--- src/rtl/rf_pkg.sv ---
// Shared constants and grant encoding for the register-file write-port arbiter.
package rf_pkg;

  localparam int unsigned ADDR_WIDTH = 6;
  localparam int unsigned DATA_WIDTH = 32;
  localparam int unsigned HI_ADDR    = 32;
  localparam int unsigned LO_ADDR    = 33;

  typedef enum logic [1:0] {
    GNT_NONE = 2'd0,
    GNT_WB   = 2'd1,
    GNT_MDU  = 2'd2,
    GNT_LR   = 2'd3
  } gnt_e;

endpackage

--- src/rtl/rf_wb_hold_buf.sv ---
// One-entry valid/ready holding buffer with a saturating starvation counter.
// Ready stays low for one cycle after a grant, so the slot is never refilled
// in the same cycle it drains.
module rf_wb_hold_buf #(
  parameter int unsigned WIDTH        = 32,
  parameter int unsigned STARVE_LIMIT = 4,
  parameter int unsigned CNT_W        = 3
) (
  input  logic             clk,
  input  logic             rstn,
  input  logic             i_valid,
  input  logic [WIDTH-1:0] i_data,
  input  logic             i_grant,
  output logic             o_ready,
  output logic             o_full,
  output logic [WIDTH-1:0] o_data,
  output logic             o_starved
);

  logic             r_full;
  logic             r_drained;
  logic [WIDTH-1:0] r_data;
  logic [CNT_W-1:0] r_cnt;
  logic [CNT_W-1:0] w_limit;

  assign w_limit   = CNT_W'(STARVE_LIMIT);
  assign o_ready   = ~r_full & ~r_drained;
  assign o_full    = r_full;
  assign o_data    = r_data;
  assign o_starved = (r_cnt == w_limit);

  // Slot occupancy: drain on grant, capture on valid&ready.
  always_ff @(posedge clk) begin
    if (!rstn) begin
      r_full    <= 1'b0;
      r_drained <= 1'b0;
      r_data    <= '0;
    end else begin
      r_drained <= i_grant;
      if (i_grant) begin
        r_full <= 1'b0;
      end else if (i_valid && o_ready) begin
        r_full <= 1'b1;
        r_data <= i_data;
      end
    end
  end

  // Starvation count: cycles spent full without a grant, saturating.
  always_ff @(posedge clk) begin
    if (!rstn) begin
      r_cnt <= '0;
    end else if (!r_full || i_grant) begin
      r_cnt <= '0;
    end else if (r_cnt != w_limit) begin
      r_cnt <= r_cnt + 1'b1;
    end
  end

endmodule

--- src/rtl/rf_wb_arbiter.sv ---
// Register-file write-port arbiter: writeback has fixed priority, the MDU
// (HI/LO double write) and load-return buffers are served round-robin, and
// a starvation stall holds writeback so buffered results always drain.
module rf_wb_arbiter
  import rf_pkg::*;
#(
  parameter int unsigned ADDR_WIDTH   = rf_pkg::ADDR_WIDTH,
  parameter int unsigned DATA_WIDTH   = rf_pkg::DATA_WIDTH,
  parameter int unsigned HI_ADDR      = rf_pkg::HI_ADDR,
  parameter int unsigned LO_ADDR      = rf_pkg::LO_ADDR,
  parameter int unsigned STARVE_LIMIT = 4,
  parameter int unsigned CNT_W        = 3
) (
  input  logic                    clk,
  input  logic                    rstn,
  input  logic                    i_wb_valid,
  input  logic [ADDR_WIDTH-1:0]   i_wb_addr,
  input  logic [DATA_WIDTH-1:0]   i_wb_data,
  output logic                    o_wb_stall,
  input  logic                    i_mdu_valid,
  output logic                    o_mdu_ready,
  input  logic [2*DATA_WIDTH-1:0] i_mdu_hilo,
  input  logic                    i_lr_valid,
  output logic                    o_lr_ready,
  input  logic [ADDR_WIDTH-1:0]   i_lr_addr,
  input  logic [DATA_WIDTH-1:0]   i_lr_data,
  output logic                    o_hilo_pending,
  output logic                    o_lr_pending,
  output logic [ADDR_WIDTH-1:0]   o_lr_pend_addr,
  output logic                    o_rf_wen,
  output logic                    o_rf_double_en,
  output logic [ADDR_WIDTH-1:0]   o_rf_waddr,
  output logic [DATA_WIDTH-1:0]   o_rf_wdata,
  output logic [2*DATA_WIDTH-1:0] o_rf_double_wdata,
  output logic                    o_proto_err
);

  localparam int unsigned LrW = ADDR_WIDTH + DATA_WIDTH;

  // Elaboration guards on parameter consistency.
  if (HI_ADDR >= (1 << ADDR_WIDTH) || LO_ADDR >= (1 << ADDR_WIDTH)) begin : g_bad_hilo
    $error("HI_ADDR/LO_ADDR outside register address range");
  end
  if ((1 << CNT_W) <= STARVE_LIMIT) begin : g_bad_cnt
    $error("CNT_W too narrow for STARVE_LIMIT");
  end

  gnt_e                    w_gnt;
  logic                    w_wb_req;
  logic                    w_gnt_mdu;
  logic                    w_gnt_lr;
  logic                    w_mdu_full;
  logic                    w_lr_full;
  logic                    w_mdu_starved;
  logic                    w_lr_starved;
  logic [2*DATA_WIDTH-1:0] w_mdu_data;
  logic [LrW-1:0]          w_lr_payload;
  logic [ADDR_WIDTH-1:0]   w_lr_addr;
  logic [DATA_WIDTH-1:0]   w_lr_data;

  logic                    r_rr_ptr;  // 0: MDU preferred, 1: LR preferred
  logic                    r_wb_stall;
  logic                    r_proto_err;
  logic                    r_rf_wen;
  logic                    r_rf_double_en;
  logic [ADDR_WIDTH-1:0]   r_rf_waddr;
  logic [DATA_WIDTH-1:0]   r_rf_wdata;
  logic [2*DATA_WIDTH-1:0] r_rf_double_wdata;

  rf_wb_hold_buf #(
    .WIDTH        (2 * DATA_WIDTH),
    .STARVE_LIMIT (STARVE_LIMIT),
    .CNT_W        (CNT_W)
  ) u_mdu_buf (
    .clk       (clk),
    .rstn      (rstn),
    .i_valid   (i_mdu_valid),
    .i_data    (i_mdu_hilo),
    .i_grant   (w_gnt_mdu),
    .o_ready   (o_mdu_ready),
    .o_full    (w_mdu_full),
    .o_data    (w_mdu_data),
    .o_starved (w_mdu_starved)
  );

  rf_wb_hold_buf #(
    .WIDTH        (LrW),
    .STARVE_LIMIT (STARVE_LIMIT),
    .CNT_W        (CNT_W)
  ) u_lr_buf (
    .clk       (clk),
    .rstn      (rstn),
    .i_valid   (i_lr_valid),
    .i_data    ({i_lr_addr, i_lr_data}),
    .i_grant   (w_gnt_lr),
    .o_ready   (o_lr_ready),
    .o_full    (w_lr_full),
    .o_data    (w_lr_payload),
    .o_starved (w_lr_starved)
  );

  assign w_lr_addr = w_lr_payload[LrW-1:DATA_WIDTH];
  assign w_lr_data = w_lr_payload[DATA_WIDTH-1:0];

  // Writes to r0 are dropped and do not take the port.
  assign w_wb_req = i_wb_valid && (i_wb_addr != '0);

  // Grant selection: WB first, then round-robin between full buffers.
  always_comb begin
    w_gnt = GNT_NONE;
    if (w_wb_req) begin
      w_gnt = GNT_WB;
    end else if (w_mdu_full && w_lr_full) begin
      w_gnt = r_rr_ptr ? GNT_LR : GNT_MDU;
    end else if (w_mdu_full) begin
      w_gnt = GNT_MDU;
    end else if (w_lr_full) begin
      w_gnt = GNT_LR;
    end
  end

  assign w_gnt_mdu = (w_gnt == GNT_MDU);
  assign w_gnt_lr  = (w_gnt == GNT_LR);

  // Registered write port, round-robin pointer, stall and protocol flag.
  always_ff @(posedge clk) begin
    if (!rstn) begin
      r_rr_ptr          <= 1'b0;
      r_wb_stall        <= 1'b0;
      r_proto_err       <= 1'b0;
      r_rf_wen          <= 1'b0;
      r_rf_double_en    <= 1'b0;
      r_rf_waddr        <= '0;
      r_rf_wdata        <= '0;
      r_rf_double_wdata <= '0;
    end else begin
      r_rf_wen       <= 1'b0;
      r_rf_double_en <= 1'b0;
      r_wb_stall     <= (w_mdu_starved && !w_gnt_mdu) || (w_lr_starved && !w_gnt_lr);
      if (i_wb_valid && r_wb_stall) begin
        r_proto_err <= 1'b1;
      end
      unique case (w_gnt)
        GNT_WB: begin
          r_rf_wen   <= 1'b1;
          r_rf_waddr <= i_wb_addr;
          r_rf_wdata <= i_wb_data;
        end
        GNT_MDU: begin
          r_rf_double_en    <= 1'b1;
          r_rf_double_wdata <= w_mdu_data;
          r_rr_ptr          <= 1'b1;
        end
        GNT_LR: begin
          // A buffered load to r0 drains without writing.
          if (w_lr_addr != '0) begin
            r_rf_wen   <= 1'b1;
            r_rf_waddr <= w_lr_addr;
            r_rf_wdata <= w_lr_data;
          end
          r_rr_ptr <= 1'b0;
        end
        GNT_NONE: begin
        end
      endcase
    end
  end

  assign o_wb_stall        = r_wb_stall;
  assign o_proto_err       = r_proto_err;
  assign o_hilo_pending    = w_mdu_full;
  assign o_lr_pending      = w_lr_full;
  assign o_lr_pend_addr    = w_lr_addr;
  assign o_rf_wen          = r_rf_wen;
  assign o_rf_double_en    = r_rf_double_en;
  assign o_rf_waddr        = r_rf_waddr;
  assign o_rf_wdata        = r_rf_wdata;
  assign o_rf_double_wdata = r_rf_double_wdata;

endmodule

--- config.mk ---
export PLATFORM = sky130hd
export DESIGN_NAME = rf_wb_arbiter
export DESIGN_NICKNAME = d
export VERILOG_FILES = /design/src/rtl/rf_pkg.sv /design/src/rtl/rf_wb_hold_buf.sv /design/src/rtl/rf_wb_arbiter.sv
export SDC_FILE = /design/constraint.sdc
export NUM_CORES = 1
export LEC_CHECK = 0
export ABC_AREA = 1
export CAP_MARGIN = 5
export CORE_MARGIN = 2
export CORE_UTILIZATION = 31
export CTS_BUF_LIST = sky130_fd_sc_hd__clkbuf_8 sky130_fd_sc_hd__clkbuf_16
export CTS_CLUSTER_DIAMETER = 40
export CTS_CLUSTER_SIZE = 28
export DETAILED_ROUTE_END_ITERATION = 10
export SKIP_CTS_REPAIR_TIMING = 1
export SYNTH_ARGS = -nofsm -noshare
export SYNTH_HDL_FRONTEND = slang
export SYNTH_SLANG_ARGS = --single-unit
export TNS_END_PERCENT = 100
--- constraint.sdc ---
create_clock -name clk -period 1.7 [get_ports clk]
set_input_delay 0.17 -clock clk [delete_from_list [all_inputs] [get_ports clk]]
set_output_delay 0.17 -clock clk [all_outputs]
set_load 0.02 [all_outputs]
==> results of run 1 <==
sequential cells by signal, indices dropped and copies added (netlist names):
signal              count
o_proto_err             1
o_rf_wdata             32
o_rf_double_en          1
u_mdu_buf.o_data       64
u_mdu_buf.r_cnt         3
o_rf_waddr              6
u_lr_buf.o_data        38
r_rr_ptr                1
o_rf_double_wdata      64
o_rf_wen                1
u_lr_buf.r_drained      1
u_lr_buf.o_full         1
u_mdu_buf.o_full        1
o_wb_stall              1
u_lr_buf.r_cnt          3
through the flow:
stage	hold WS, ps	power [µW]	setup TNS [ps]	instances	utilization
2_1_floorplan	311	7110	0	1149	-
3_3_place_gp	424	8240	-15190	1708	0.428
3_5_place_dp	430	8260	-17810	1708	0.428
4_1_cts	16.3	15900	-3400	1773	0.475
5_1_grt	94.6	16400	-2.02	1773	0.478
6_report	52.1	15600	0	1773	0.478
cell type report:
type                       instances  share of cell area
tap                              341              0.0333
clock inverter                    22              0.0201
multi-input combinational        783               0.265
timing repair buffer             302               0.243
inverter                          64              0.0188
sequential                       218               0.341
clock buffer                      43              0.0788
logic make-up after synthesis:
group,count (synthesis),synth area share
AO/OA/AOI/OAI,111,0.0660
AND/OR/NAND/NOR,665,0.327
adder cells (fa/ha/maj),4,0.00595
flip-flops,218,0.519
buffers and inverters,148,0.0796
XOR/XNOR,3,0.00312
metal layers:
metal  up-vias  share of wire
li1       4140              -
met1      3584           0.45
met2       252           0.45
met3        36          0.080
met4         0          0.018
met5         -              0
worst paths after layout:
kind	startpoint	end	cells past startpoint
worst min register to register	u_mdu_buf.o_data[38]	o_rf_double_wdata[38]	2
worst max register to register	u_mdu_buf.o_full	u_mdu_buf.o_data[62]	7
worst min-delay path	rstn	u_lr_buf.r_drained	3
worst max-delay path	o_rf_double_wdata[2]	o_rf_double_wdata[2]	1
power groups by stage:
| stage | Combinational, µW | Clock (µW) | Sequential [µW] |
|---|---|---|---|
| after floorplan | 1080 | 0 | 6030 |
| after global placement | 2380 | 0 | 5860 |
| after detailed placement | 2400 | 0 | 5870 |
| after CTS | 2410 | 7680 | 5770 |
| after global routing | 2620 | 7940 | 5810 |
| final | 2360 | 7490 | 5770 |
layout by cell type, fill, tap and decap left out:
master and count:
nand2_1 275, clkdlybuf4s50_1 236, nor2_1 219, dfxtp_1 218, nand3_1 162, o21ai_0 100
inv_1 65, clkbuf_16 37, buf_4 31, dlymetal6s2s_1 23, buf_12 11, a21oi_1 7
clkbuf_8 6, bufinv_16 5, inv_2 4, o21ai_1 4, ha_1 4, clkinvlp_4 4
nor2_4 3, clkinv_2 3, clkinv_4 3, nand2_2 2, xor2_1 2, nand2_4 2
inv_6 2, nor2_2 1, nand3b_4 1, xnor2_1 1, buf_6 1
==> run_results.csv, run 1 <==
group,metric,value,unit
logic_synthesis,syn_inst,1149,
critical_path,critPathSlowestCell,"clkdlybuf4s50_1",
logic_synthesis,synth_largest_area_cell,"dfxtp_1",
pwr,p_leak,0.00613,µW
grt,grt_max_degree,135,
critical_path,cp_top_family,"buffers and inverters",
placement,place_area,11500,µm²
cells_and_area,stdcell_area,12800,µm²
grt,gr-usage-met2,0.279,
pwr,internal_power,11600,µW
critical_path,regToRegSetupSlack,170,ps
timing,final_max_slew_viol_count,0,
clock_tree,cts.clk_slew.worst_paths,50,ps
cells_and_area,num_antenna_cells,0,
placement,globalplace.congestion,0.787,
floorplan,ioPinCount,261,
floorplan,core-area,26800,µm²
critical_path,crit_chain,"clkdlybuf4s50_1",
critical_path,start_kind,"flop",
logic_synthesis,yosysMostFrequentCell,"nand2_1",
floorplan,dieWidth,169,µm
logic_synthesis,ys.warnings.count,0,
critical_path,slowest_delay,630,ps
timing,worstMarginPinSlew,693,ps
floorplan,start_util,0.314,
grt,grt_util_met1,0.219,
pwr,clkPwrFrac,0.480,
route,wl,24700,µm
grt,grt_pass1_vias,7677,
pwr,p_seq_frac,0.369,
clock_tree,clock_sinks,218,
pwr,swShare,0.256,
critical_path,worstPathArrival,1500,ps
route,dr.pass1.iters,6,
placement,place_ws,-438,ps
cells_and_area,fill_cells,2650,
route,routedWlPerCell,14.0,µm
route,drtIter0Drc,589,
logic_synthesis,syn_nets,1298,
critical_path,cp-end-kind,"output port",
cells_and_area,nets,1554,
logic_synthesis,synthTopCellsByCount,"nand2_1 (276), nor2_1 (219), dfxtp_1 (218)",
flow_run,maxCapViolCount,0,
critical_path,crit_fanout,2,
timing,layout_min_cycle_time,1670,ps
grt,grt_antenna_before_repair,0,
grt,grt_busiest_layer,"met2",
timing,setup_ws,31.2,ps
floorplan,chipHeight,169,µm
pwr,power_density,1220,nW/µm²
cells_and_area,drive_gt1_frac,0.0810,
pwr,switching_power,4000,µW
timing,hold_viol,0,
floorplan,rows,60,
timing,setup-violations-final,0,
clock_tree,cts_buffer_depth,3,
clock_tree,cts_tree,"done",
logic_synthesis,synth_ff_type,"dfxtp_1",
placement,io_buffers,260,
cells_and_area,multi_input_area,3390,µm²
cells_and_area,area.sequential,4360,µm²
logic_synthesis,ys_seq_elements,218,
clock_tree,htree_levels,2,
logic_synthesis,synth_area_per_cell,7.32,µm²
logic_synthesis,synth_cell_types,23,
critical_path,worst-path-buf-inv,1,
floorplan,die_area,28500,µm²
grt,use_met3,0.0526,
route,via_count,8012,
logic_synthesis,ys_async_sr_fraction,0,
logic_synthesis,seq_area_frac_synth,0.519,
critical_path,critPathRequiredTime,1530,ps
clock_tree,cts_root_buffer,"clkbuf_16",
route,drc,0,
grt,overflow,0,
status,status,"completed",
grt,grt_pass1_wl,39800,µm
logic_synthesis,synth_edf_count,0,
pwr,ir_drop,0.000715,V
placement,post-dp-hpwl,16200,µm
critical_path,setup.worst_path.class,"flop to output port",
pwr,power_frac_comb,0.151,
clock_tree,numCtsBuffers,36,
logic_synthesis,yosys-top-cells-area,"dfxtp_1 (52%), nand2_1 (12%), nor2_1 (9.8%), nand3_1 (9.6%), o21ai_0 (5.9%)",
clock_tree,insertion_delay,500,ps
route,viasPerCell,4.52,
timing,clock_skew,18.2,ps
logic_synthesis,yosysTopAreaCellShare,0.519,
cells_and_area,syn2layout_area_growth,52.2,%
timing,min_period_over_period,0.982,
timing,fmax,0.599,GHz
hold_path,hp-class,"input pin to flop",
logic_synthesis,syn_area,8410,µm²
grt,grt_usage,0.171,
timing,relSlewSlack,0.538,
route,ant_nets,0,
No activity file was read; power rests on OpenSTA's default activity.
==> run 2: changes to the inputs <==
Settings changed: CORE_ASPECT_RATIO set to 0.8, SKIP_LAST_GASP set to 1.
==> run_results.csv, run 2 (same netlist as run 1, synthesis figures left out) <==
group,metric,value,unit
status,status,"finished with violations",
status,violations,"negative setup slack",
cells_and_area,drive_gt1_frac,0.0788,
clock_tree,cts.clk_slew.worst_paths,60,ps
critical_path,cp-end-kind,"output port",
critical_path,setup.worst_path.class,"flop to output port",
grt,grt_pass1_vias,7691,
grt,grt_usage,0.177,
route,viasPerCell,4.55,
timing,setup-violations-final,1,
clock_tree,clock_sinks,218,
clock_tree,cts_tree,"done",
floorplan,rows,53,
floorplan,core-area,26500,µm²
placement,io_buffers,260,
route,drc,0,
timing,final_max_slew_viol_count,0,
clock_tree,cts_buffer_depth,3,
cells_and_area,nets,1546,
cells_and_area,layout_commonest_cell,"nand2_1",
timing,setup_ws,-241,ps
floorplan,ioPinCount,261,
pwr,power,15000,µW
clock_tree,htree_levels,1,
route,dr.pass1.iters,4,
hold_path,hp-class,"input pin to flop",
timing,worstMarginPinSlew,526,ps
route,drtIter0Drc,390,
timing,hold_viol,0,
clock_tree,numCtsBuffers,31,
cells_and_area,fill_cells,2541,
route,wl,26100,µm
grt,grt_antenna_before_repair,2,
cells_and_area,stdcell_area,12800,µm²
pwr,power_density,1170,nW/µm²
critical_path,critPathRequiredTime,1530,ps
floorplan,dieWidth,188,µm
placement,globalplace.congestion,0.794,
timing,min_period_over_period,1.14,
critical_path,start_kind,"flop",
floorplan,start_util,0.318,
placement,place_area,11400,µm²
grt,grt_pass1_wl,40900,µm
flow_run,maxCapViolCount,0,
floorplan,die_area,28500,µm²
floorplan,chipHeight,151,µm
timing,layout_min_cycle_time,1940,ps
timing,clock_skew,19.0,ps
critical_path,crit_fanout,3,
timing,relSlewSlack,0.649,
grt,overflow,0,
clock_tree,cts_root_buffer,"clkbuf_16",
timing,rsz0062_at_grt,"true",
placement,post-dp-hpwl,17600,µm
clock_tree,insertion_delay,550,ps
critical_path,worstPathArrival,1770,ps
route,via_count,8102,
route,routedWlPerCell,14.7,µm
pwr,p_leak,0.00729,µW
cells_and_area,final_cell_mix,"nand2_1 (275), nor2_1 (218), dfxtp_1 (218), clkdlybuf4s50_1 (163), nand3_1 (162)",
grt,grt_max_degree,83,
route,ant_nets,0,
pwr,ir_drop,0.000727,V
timing,fmax,0.515,GHz
cells_and_area,syn2layout_area_growth,52.3,%
run 2: changes by cell type in the layout (fill, tap and decap cells not counted), moves of 2 or more:
cell	change
inv_1	-5
clkbuf_16	-6
clkbuf_8	-6
dlymetal6s2s_1	+73
diode_2	+2
inv_8	+3
buf_12	-3
clkinv_2	+2
inv_6	+3
clkdlybuf4s50_1	-73
nor2_2	+2
run 2: final timing paths:
check,start,to,slack [ps],cells after the start
worst min register to register,u_mdu_buf.o_data[21],o_rf_double_wdata[21],440,2
worst min-delay path,rstn,o_proto_err,2,3
worst max register to register,u_lr_buf.o_full,u_mdu_buf.r_cnt[1],130,6
worst max-delay path,u_lr_buf.o_full,o_lr_ready,-240,2
run 2: power breakdown:
part	leakage (µW)	switching (µW)	internal (µW)	total, µW
logic	0.00494	1290	1040	2330
clock network	0.000551	2590	4330	6930
registers	0.00179	226	5540	5770
run 2: final cells by class:
| cell class | instances | area (µm²) | share of cell area |
|---|---|---|---|
| flip-flops and latches | 218 | 4360 | 0.341 |
| multi-input cells | 783 | 3390 | 0.264 |
| repair buffers | 299 | 3240 | 0.253 |
| clock buffers | 31 | 776 | 0.0605 |
| well taps | 357 | 447 | 0.0349 |
| clock inverters | 27 | 357 | 0.0278 |
| inverters | 64 | 240 | 0.0187 |
| diodes | 2 | 5.00 | 0.000391 |
run 2: per-stage QoR:
step | TNS, ps | std cells | hold slack (ps) | worst slack (ps) | util
after CTS | -2570 | 1779 | -7.83 | -384 | 0.475
after detailed placement | -10350 | 1721 | 429 | -221 | 0.432
after floorplan | 0 | 1149 | 311 | 139 | -
after global routing | -329 | 1781 | 34.2 | -315 | 0.484
after global placement | -10090 | 1721 | 424 | -217 | 0.432
final | -241 | 1781 | 1.94 | -241 | 0.484
run 2: routing by layer:
| metal | GRT usage | vias to the layer above | wire [µm] |
|---|---|---|---|
| li1 | - | 4124 | - |
| met3 | 0.0526 | 43 | 2300 |
| met2 | 0.280 | 262 | 11300 |
| met1 | 0.239 | 3673 | 11900 |
| met4 | 0.0402 | 0 | 615 |
| met5 | 0 | - | 0 |
run 2: critical path: stages (launching register included):
cell,delay [ps]
dfxtp_1,340
nor2_2,230
clkdlybuf4s50_1,660
==> run 3: changes to the inputs <==
Settings changed: HOLD_SLACK_MARGIN set to 0.1.
==> run_results.csv, run 3 (same netlist as run 1, synthesis figures left out) <==
group,metric,value,unit
route,wl,26100,µm
floorplan,die_area,28500,µm²
critical_path,cp_top_family,"buffers and inverters",
critical_path,worstPathArrival,1770,ps
cells_and_area,utilization,0.485,
floorplan,start_util,0.318,
grt,grt_max_degree,83,
clock_tree,cts_root_buffer,"clkbuf_16",
route,drtIter0Drc,353,
pwr,power_density,1170,nW/µm²
cells_and_area,final_cell_mix,"nand2_1 (275), nor2_1 (218), dfxtp_1 (218), clkdlybuf4s50_1 (163), nand3_1 (162)",
timing,final_max_slew_viol_count,0,
floorplan,rows,53,
floorplan,core-area,26500,µm²
critical_path,cp-end-kind,"output port",
grt,overflow,0,
timing,setup_ws,-241,ps
critical_path,critPathSlowestCell,"clkdlybuf4s50_1",
placement,globalplace.congestion,0.794,
cells_and_area,drive_gt1_frac,0.0787,
grt,grt_pass1_vias,7691,
critical_path,start_kind,"flop",
route,routedWlPerCell,14.7,µm
route,dr.pass1.iters,4,
cells_and_area,syn2layout_area_growth,52.4,%
timing,relSlewSlack,0.652,
timing,hold_slack,238,ps
grt,grt_antenna_before_repair,2,
clock_tree,htree_levels,1,
grt,grt_usage,0.177,
timing,fmax,0.515,GHz
critical_path,critPathRequiredTime,1530,ps
critical_path,worst-path-buf-inv,1,
route,drc,0,
status,violations,"negative setup slack",
clock_tree,insertion_delay,550,ps
timing,finalSetupTns,-241,ps
critical_path,slowest_delay,660,ps
cells_and_area,layout_commonest_cell,"nand2_1",
cells_and_area,instances_no_fill,1782,
critical_path,crit_fanout,3,
grt,grt_pass1_wl,40900,µm
cells_and_area,multi_input_area,3390,µm²
clock_tree,cts_tree,"done",
timing,setup-violations-final,1,
critical_path,timing.rr.end,"u_mdu_buf.r_cnt[0]",
cells_and_area,fill_cells,2541,
timing,min_period_over_period,1.14,
hold_path,whs_path_depth,3,
floorplan,chipHeight,151,µm
critical_path,crit_chain,"nor2_2 > clkdlybuf4s50_1",
timing,clock_skew,19.7,ps
clock_tree,numCtsBuffers,31,
route,via_count,8093,
placement,io_buffers,260,
timing,rsz0062_at_grt,"true",
pwr,ir_drop,0.000729,V
cells_and_area,nets,1547,
flow_run,maxCapViolCount,0,
hold_path,hp-class,"input pin to flop",
timing,layout_min_cycle_time,1940,ps
critical_path,r2r_start,"u_lr_buf.o_full",
critical_path,setup.worst_path.class,"flop to output port",
critical_path,r2r_cells,6,
timing,hold_viol,0,
route,viasPerCell,4.54,
critical_path,regToRegSetupSlack,130,ps
route,ant_nets,0,
hold_path,min_from,"i_mdu_hilo[37]",
cells_and_area,area.sequential,4360,µm²
placement,dp_cells,1721,
floorplan,ioPinCount,261,
status,status,"finished with violations",
clock_tree,clock_sinks,218,
hold_path,hold_path_end,"u_mdu_buf.o_data[37]",
timing,worstMarginPinSlew,523,ps
placement,place_ws,-221,ps
clock_tree,cts_buffer_depth,3,
pwr,p_leak,0.00729,µW
floorplan,dieWidth,188,µm
clock_tree,cts.clk_slew.worst_paths,60,ps
placement,post-dp-hpwl,17600,µm
-- run 3: cell count changes in the layout (fill, tap and decap cells not counted) --
cell,change
dlygate4sd3_1,+1
-- run 3: power breakdown --
group	internal (µW)	switching (µW)
registers	5540	226
logic	1040	1290
clock network	4330	2590
-- run 3: per-stage QoR --
stage                     total power [µW]  area (µm²)
after global placement                8220       11400
after CTS                            15200       12600
after floorplan                       7110        8410
after detailed placement              8250       11400
after global routing                 15700       12800
final                                15000       12800
-- run 3: worst max-delay path by stage --
stage               startpoint                  end  slack, ps  cells after the start
6_report       u_lr_buf.o_full           o_lr_ready       -240                      2
5_1_grt        u_lr_buf.o_full           o_lr_ready       -320                      2
4_1_cts        u_lr_buf.o_full           o_lr_ready       -380                      2
3_5_place_dp      i_wb_addr[5]   u_mdu_buf.r_cnt[0]       -220                      8
3_3_place_gp      i_wb_addr[5]   u_mdu_buf.r_cnt[2]       -220                      8
2_1_floorplan  u_lr_buf.o_full  u_lr_buf.o_data[18]        140                      6
-- run 3: worst min-delay path: cells and delay by family --
family / cells / cell delay (ps)
buf+inv: 1 / 390
compound gates: 1 / 150
simple gates: 1 / 40
-- run 3: routing by layer --
metal	track usage	vias up	share of wire
met5	0	-	0
met4	0.0402	0	0.023
met3	0.0526	43	0.086
met2	0.280	261	0.43
met1	0.239	3663	0.46
li1	-	4126	-
-- run 3: final cells by class --
cell class / instances / share of cell area
multi-input combinational: 783 / 0.264
timing repair buffer: 300 / 0.253
clock inverter: 27 / 0.0278
sequential: 218 / 0.340
antenna: 2 / 0.000390
inverter: 64 / 0.0187
clock buffer: 31 / 0.0605
tap: 357 / 0.0348
